<file path="src/rtl/spart_pkg.sv">
`default_nettype none
// ============================================================================
// Module      : spart_pkg
// Description : Shared SPART types and default sizing used by the receiver,
//               transmitter and baud generator.
// Revision    : 1.0 - initial release
// ============================================================================
package spart_pkg;

  localparam int DEF_OVERSAMPLE  = 16;
  localparam int DEF_DATA_BITS   = 8;
  localparam int DEF_SYNC_STAGES = 2;

  typedef enum logic [1:0] {
    IDLE  = 2'd0,
    START = 2'd1,
    DATA  = 2'd2,
    STOP  = 2'd3
  } rx_state_t;

endpackage
`default_nettype wire

</file>
<file path="src/rtl/spart_sync.sv">
`default_nettype none
// ============================================================================
// Module      : spart_sync
// Description : SYNC_STAGES-deep single-bit synchroniser. Flops reset to 1 so
//               an idle-high serial line is not seen as a start bit.
// Revision    : 1.0 - initial release
// ============================================================================
module spart_sync #(
  parameter int SYNC_STAGES = 2
) (
  input  logic clk,
  input  logic rst_n,
  input  logic d,
  output logic q
);

  logic [SYNC_STAGES-1:0] stages;

  // Shift the asynchronous input through the synchroniser chain.
  always_ff @(posedge clk or negedge rst_n) begin
    if (!rst_n) begin
      stages <= '1;
    end else begin
      stages <= {stages[SYNC_STAGES-2:0], d};
    end
  end

  assign q = stages[SYNC_STAGES-1];

endmodule
`default_nettype wire

</file>
<file path="src/rtl/spart_rx.sv">
`default_nettype none
// ============================================================================
// Module      : spart_rx
// Description : SPART serial receive engine. Deserialises 8N1 frames using
//               the oversampling tick and holds the result in a one-entry
//               buffer with data-available, framing-error and overrun flags.
// Revision    : 1.0 - initial release
// ============================================================================
module spart_rx
  import spart_pkg::*;
#(
  parameter int OVERSAMPLE  = DEF_OVERSAMPLE,
  parameter int DATA_BITS   = DEF_DATA_BITS,
  parameter int SYNC_STAGES = DEF_SYNC_STAGES
) (
  input  logic                 clk,
  input  logic                 rst_n,
  input  logic                 rxd,
  input  logic                 baud_en,
  input  logic                 rd_ack,
  output logic [DATA_BITS-1:0] rx_data,
  output logic                 rda,
  output logic                 frame_err,
  output logic                 overrun
);

  localparam int TW = $clog2(OVERSAMPLE);
  localparam int BW = $clog2(DATA_BITS);
  localparam logic [TW-1:0] HALF_LAST = TW'(OVERSAMPLE / 2 - 1);
  localparam logic [TW-1:0] TICK_LAST = TW'(OVERSAMPLE - 1);
  localparam logic [BW-1:0] BIT_LAST  = BW'(DATA_BITS - 1);

  rx_state_t              state;
  rx_state_t              state_next;
  logic [TW-1:0]          tick_cnt;
  logic [BW-1:0]          bit_cnt;
  logic [DATA_BITS-1:0]   shift_reg;
  logic                   rxd_s;
  logic                   take_bit;
  logic                   complete;

  spart_sync #(
    .SYNC_STAGES (SYNC_STAGES)
  ) u_sync (
    .clk   (clk),
    .rst_n (rst_n),
    .d     (rxd),
    .q     (rxd_s)
  );

  // State register.
  always_ff @(posedge clk or negedge rst_n) begin
    if (!rst_n) begin
      state <= IDLE;
    end else begin
      state <= state_next;
    end
  end

  // Next state plus the bit-sample and frame-complete strobes.
  always_comb begin
    state_next = state;
    take_bit   = 1'b0;
    complete   = 1'b0;
    case (state)
      IDLE: begin
        if (baud_en && !rxd_s) state_next = START;
      end
      START: begin
        // Mid start bit: a high line here was a glitch, not a frame.
        if (baud_en && tick_cnt == HALF_LAST) state_next = rxd_s ? IDLE : DATA;
      end
      DATA: begin
        if (baud_en && tick_cnt == TICK_LAST) begin
          take_bit = 1'b1;
          if (bit_cnt == BIT_LAST) state_next = STOP;
        end
      end
      STOP: begin
        // Leave mid stop bit so a back-to-back start edge is caught.
        if (baud_en && tick_cnt == TICK_LAST) begin
          complete   = 1'b1;
          state_next = IDLE;
        end
      end
      default: state_next = IDLE;
    endcase
  end

  // Counters, shift register and the receive buffer with its flags.
  always_ff @(posedge clk or negedge rst_n) begin
    if (!rst_n) begin
      tick_cnt  <= '0;
      bit_cnt   <= '0;
      shift_reg <= '0;
      rx_data   <= '0;
      rda       <= 1'b0;
      frame_err <= 1'b0;
      overrun   <= 1'b0;
    end else begin
      if (state_next != state) begin
        tick_cnt <= '0;
        bit_cnt  <= '0;
      end else if (baud_en && state != IDLE) begin
        tick_cnt <= tick_cnt + 1'b1;
        if (take_bit) bit_cnt <= bit_cnt + 1'b1;
      end

      if (take_bit) shift_reg <= {rxd_s, shift_reg[DATA_BITS-1:1]};

      // A completing frame takes priority over a simultaneous bus read.
      if (complete) begin
        rx_data   <= shift_reg;
        rda       <= 1'b1;
        frame_err <= ~rxd_s;
        overrun   <= rda & ~rd_ack;
      end else if (rd_ack && rda) begin
        rda       <= 1'b0;
        frame_err <= 1'b0;
        overrun   <= 1'b0;
      end
    end
  end

endmodule
`default_nettype wire

</file>
<file path="config.mk">
export PLATFORM = sky130hd
export DESIGN_NAME = spart_rx
export DESIGN_NICKNAME = d
export VERILOG_FILES = /design/src/rtl/spart_pkg.sv /design/src/rtl/spart_sync.sv /design/src/rtl/spart_rx.sv
export SDC_FILE = /design/constraint.sdc
export NUM_CORES = 1
export LEC_CHECK = 0
export ABC_AREA = 1
export CORE_MARGIN = 2
export CORE_UTILIZATION = 53
export CTS_CLUSTER_SIZE = 14
export DETAILED_ROUTE_END_ITERATION = 16
export GPL_TIMING_DRIVEN = 0
export PLACE_DENSITY = 0.73
export SETUP_SLACK_MARGIN = 0.15
export SLEW_MARGIN = 20
export SYNTH_ARGS = -nofsm -noshare
export SYNTH_HDL_FRONTEND = slang
export SYNTH_SLANG_ARGS = --single-unit
</file>
<file path="constraint.sdc">
create_clock -name clk -period 1.7 [get_ports clk]
set_input_delay 0.34 -clock clk [delete_from_list [all_inputs] [get_ports clk]]
set_output_delay 0.34 -clock clk [all_outputs]
set_load 0.005 [all_outputs]
</file>
# After elaboration in Yosys (flattened, before gate mapping)
# Cells that the tools add are included.
word_totals:
  reg_bits: 30
  in_bits: 5
  output_inout_bits: 11
  wordCells: 52
op_classes:
  n_addsub: 2
  n_eq_ne: 7
  n_mux: 19
  n_bitwise: 3
  reduce_logical: 12
op_table:
  columns: ["op", "n"]
  rows:
  - ["$mux 2", 6]
  - ["$mux 3", 3]
  - ["$mux 4", 2]
  - ["$pmux 2 s4", 1]
  - ["$reduce_bool 2->1", 4]
  - ["$mux 1", 7]
  - ["$logic_and 1x1->1", 5]
  - ["$add 4x1->4 const B", 1]
  - ["$eq 2x2->1 const B", 2]
  - ["$eq 4x3->1 const B", 1]
  - ["$eq 4x4->1 const B", 1]
  - ["$add 3x1->3 const B", 1]
  - ["$eq 3x3->1 const B", 1]
  - ["$eq 2x1->1 const B", 1]
  - ["$logic_not 2->1", 1]
  - ["$ne 2x2->1", 1]
  - ["$not 1->1", 2]
  - ["$reduce_and 2->1", 1]
  - ["$and 1x1->1", 1]
  - ["$logic_not 1->1", 1]

# Depth between registers and ports, before layout
logic_depth:
  depth_word: 7
  depth_mapped: 8
  ltp_nobuf: 8

# Cells and area by module
# From an unflattened synthesis, not the netlist that was laid out.
unflattened:
  cells_unflattened: 137
  hier_area_um2: 1298.7
modules_own_cells:
  columns: ["mod", "n_inst", "cells_each", "area_each_um2", "seq_area_each_um2"]
  rows:
  - ["spart_rx", 1, 135, 1246.2, 700.7]
  - ["spart_sync", 1, 2, 52.6, 52.6]

# Least setup slack after synthesis
# No wires, ideal clock.
synth_timing:
  path_type: "register to register"
  startpoint: "register tick_cnt[1]"
  endpoint: "register rx_data[0]"
  setup_ns: 0.125
  arrival_time_ns: 1.220
  setup_slack_ns: 0.355
  stages_incl_launch_ff: 7
  synth_period_minus_slack_ns: 1.345
  cell_sequence: "dfrtp_1 ha_1 nand2_2 nor2_4 nand2_2 buf_6 mux2_4"
synth_between:
  elab_chain_len: 4
synth_rtl:
  columns: ["element", "line", "rtl"]
  rows:
  - ["from (decl)", "spart_rx.sv:35", "logic [TW-1:0] tick_cnt;"]
  - ["from (signal assigned)", "spart_rx.sv:105", "tick_cnt <= tick_cnt + 1'b1;"]
  - ["$eq 4x4->1", "spart_rx.sv:81", "if (baud_en && tick_cnt == TICK_LAST) begin"]
  - ["$logic_and 1x1->1", "spart_rx.sv:81", null]
  - ["$mux 1", "spart_rx.sv:81", null]
  - ["$mux 1", "spart_rx.sv:65", "case (state)"]
  - ["to (signal assigned)", "spart_rx.sv:113", "rx_data <= shift_reg;"]
  - ["to (decl)", "spart_rx.sv:21", "output logic [DATA_BITS-1:0] rx_data,"]
# Every way passes these cells.
# A chain may end at the register's enable or synchronous reset.

# Worst setup path after layout
layout_timing:
  startpoint: "register frame_err"
  endpoint: "output port frame_err"
layout_rtl:
  columns: ["element", "line", "rtl"]
  rows:
  - ["from (decl)", "spart_rx.sv:23", "output logic frame_err,"]
  - ["from (signal assigned)", "spart_rx.sv:115", "frame_err <= ~rxd_s;"]
# No word-level cell between the ends.

==> results_dict.tcl <==
set metrics [dict create \
    die-area_sq_mm 0.00286 \
    synthArstFlopShare_pct 100 \
    yosysUniqueCellTypes 18 \
    reg2regPathDepth 6 \
    ys_warn_count 0 \
    met1_usage_pct 24.9 \
    synth_edf_count 0 \
    clockBufferDepth 2 \
    endpoint_kind "output port" \
    period_share_pct 88.2 \
    port_buffers 15 \
    synth_nets 145 \
    wire_per_inst_um 12.3 \
    p_per_area_mw_per_mm2 1030 \
    ant_nets 0 \
    area_growth_pct 25.9 \
    fin_crit_ns 1.50 \
    crit_slowest_cell "clkdlybuf4s50_1" \
    drc 0 \
    synth_most_common_cell "nand2_1" \
    start_util_pct 57.6 \
    finalPower_uw 1680 \
    antennaDiodeCount 0 \
    p_leak_uw 0.000947 \
    core-area_sq_mm 0.00225 \
    hold_viol 0 \
    path_delay_family "buffers and inverters" \
    crit_required_ns 1.36 \
    netlist_area_sq_mm 0.00130 \
    synth_ff_type "dfrtp_1" \
    drt-pass1-iter-count 4 \
    pwr-share-seq_pct 53.1 \
    htreeDepth 2 \
    cts_root_buf "clkbuf_4" \
    synth_cells 137 \
    drv_cap 0 \
    hold_class "input port to asynchronous set/reset pin" \
    whs_ns 0.0305 \
    use_met3_pct 6.78 \
    place.gp.congestion 0.844 \
    critPathBufInv 1 \
    cts_made_buffers 5 \
    grt_util_met2_pct 33.5 \
    synth_top_area_share_pct 53.9 \
    drtIter0Drc 10 \
    top_usage_layer "met2" \
    setup_viol 0 \
    grt_pass1_vias 969 \
    crit_type "flip-flop to output port" \
    grt_usage_pct 21.3 \
    die_w_um 53.5 \
    peakVddDrop_uv 919 \
    path_cells "clkdlybuf4s50_1" \
    clkSlewWorstSetupHoldPaths_ns 0.09 \
    cts_tree "yes" \
    synth-seq-area-share_pct 58.0 \
    numClockSinks 30 \
    finalClockSkew_ns 0.00858 \
    clkPwrFrac_pct 26.4 \
    synth.area.top_cells "dfrtp_1 54%, nand2_1 9.5%, inv_1 5.2%" \
    antenna_found_initial 0 \
    status "complete, no violations" \
    crit_fanout 2 \
    tightest_slew_ns 0.662 \
    syn_avg_cell_area_sq_um 9.48 \
    final_net_count 175 \
    fmax_mhz 667 \
    detailed_place_hpwl_um 1640 \
    slew_headroom_pct 55.9 \
    yosys-top-cells-count "33 x nand2_1, 28 x dfrtp_1, 18 x inv_1, 13 x nor2_1, 10 x o21ai_0" \
    vias 998 \
    wl_um 2420 \
    rsz0062_at_grt "true" \
    grt_pass1_wl_um 4120 \
    swShare_pct 30.5 \
    slowest_delay_ns 0.49 \
    slew_viol_final 0 \
    reg2reg_slack_ns 0.25 \
    drive_above_1_share_pct 18.5 \
    ios 16 \
    switchingPower_uw 513 \
    grt_max_degree 31 \
    clock_latency_ns 0.33 \
    synth_top_area_cell "dfrtp_1" \
    arrival_ns 1.16 \
    rr_endpoint "rx_data[0]" \
    combPwrFrac_pct 20.6 \
    crit_path_start_kind "flip-flop" \
    overflow 0 \
    via_per_inst 5.09 \
    ys_ff_latch 30 \
    rr_startpoint "tick_cnt[1]" \
    row_count 17 \
    internal_power_uw 1170 \
    hold_buffers 0 \
    fp.dieH_um 53.5 \
    fillers 183 \
]
==> metal layers <==
metal | routed length, um | up-vias
li1 | - | 493
met1 | 1080 | 473
met2 | 1160 | 25
met3 | 118 | 7
met4 | 56 | 0
met5 | 0 | -
==> cell families after synthesis <==
kind of cell	count (synthesis)	synth area share, %
DFF	30	58.0
adders and majority gates	3	2.89
xor gates and xnor gates	4	2.70
and+or+nand+nor	57	18.4
buffers and inverters	21	7.22
muxes	1	1.16
AOI/OAI and AO/OA	21	9.63
==> through the flow <==
stage | area [sq um] | TNS, ns | setup WS (ns) | util, % | std cells
global placement | 1480 | -4.77 | -0.159 | 65.8 | 180
finish | 1640 | 0 | 0.200 | 72.5 | 196
CTS | 1550 | 0 | 0.143 | 68.5 | 189
global route | 1640 | 0 | 0.137 | 72.5 | 196
floorplan | 1300 | 0 | 0.355 | - | 137
detailed placement | 1480 | -0.767 | -0.0956 | 65.6 | 180
==> power groups by stage <==
stage | clock [uW] | combinational, uW | sequential (uW)
2_1_floorplan | 0 | 252 | 888
3_3_place_gp | 0 | 306 | 897
3_5_place_dp | 0 | 323 | 903
4_1_cts | 456 | 324 | 890
5_1_grt | 485 | 406 | 904
6_report | 443 | 346 | 892
==> final cells by class <==
cell class | count | area [sq um] | share of cell area [%]
Sequential cell | 30 | 753 | 46.1
Multi-Input combinational cell | 86 | 465 | 28.5
Timing Repair Buffer | 23 | 226 | 13.8
Inverter | 18 | 67.6 | 4.13
Clock buffer | 7 | 55.1 | 3.37
Tap cell | 28 | 35.0 | 2.14
Buffer | 3 | 27.5 | 1.68
Clock inverter | 1 | 5.00 | 0.306
==> how the worst max path moves through the flow <==
stage / startpoint / end / slack [ns] / cells past startpoint
floorplan: tick_cnt[1] / rx_data[0] / 0.35 / 6
global placement: rst_n / tick_cnt[3] / -0.16 / 1
detailed placement: baud_en / tick_cnt[2] / -0.1 / 6
CTS: rda / rda / 0.14 / 1
global route: frame_err / frame_err / 0.14 / 1
finish: frame_err / frame_err / 0.20 / 1
==> worst register-to-register path, delay by kind of cell (launching register included) <==
family | cells | cell delay [ns]
mux | 1 | 0.29
buf+inv | 1 | 0.15
fa+ha+maj | 1 | 0.19
flops | 1 | 0.38
simple gates | 3 | 0.34
==> cell usage in the layout (no fill, tap or decap), drive strengths merged, types with 2 or more instances in the layout <==
cell / instances
nand2: 36
dfrtp: 28
o21ai: 19
inv: 18
nor2: 14
buf: 11
dlymetal6s2s: 9
clkbuf: 8
nand3: 6
xor2: 4
clkdlybuf4s50: 4
ha: 3
dfstp: 2
==> timing repair <==
item / in CTS / in global routing
hold endpoints to repair: 0 / 0
endpoints found under the setup margin: 2 / 26
gates resized for setup: 1 / 15
gates cloned: 0 / 0
setup buffers: 1 / 7
pin swaps: 0 / 2
No activity file was read; power rests on OpenSTA's default activity.
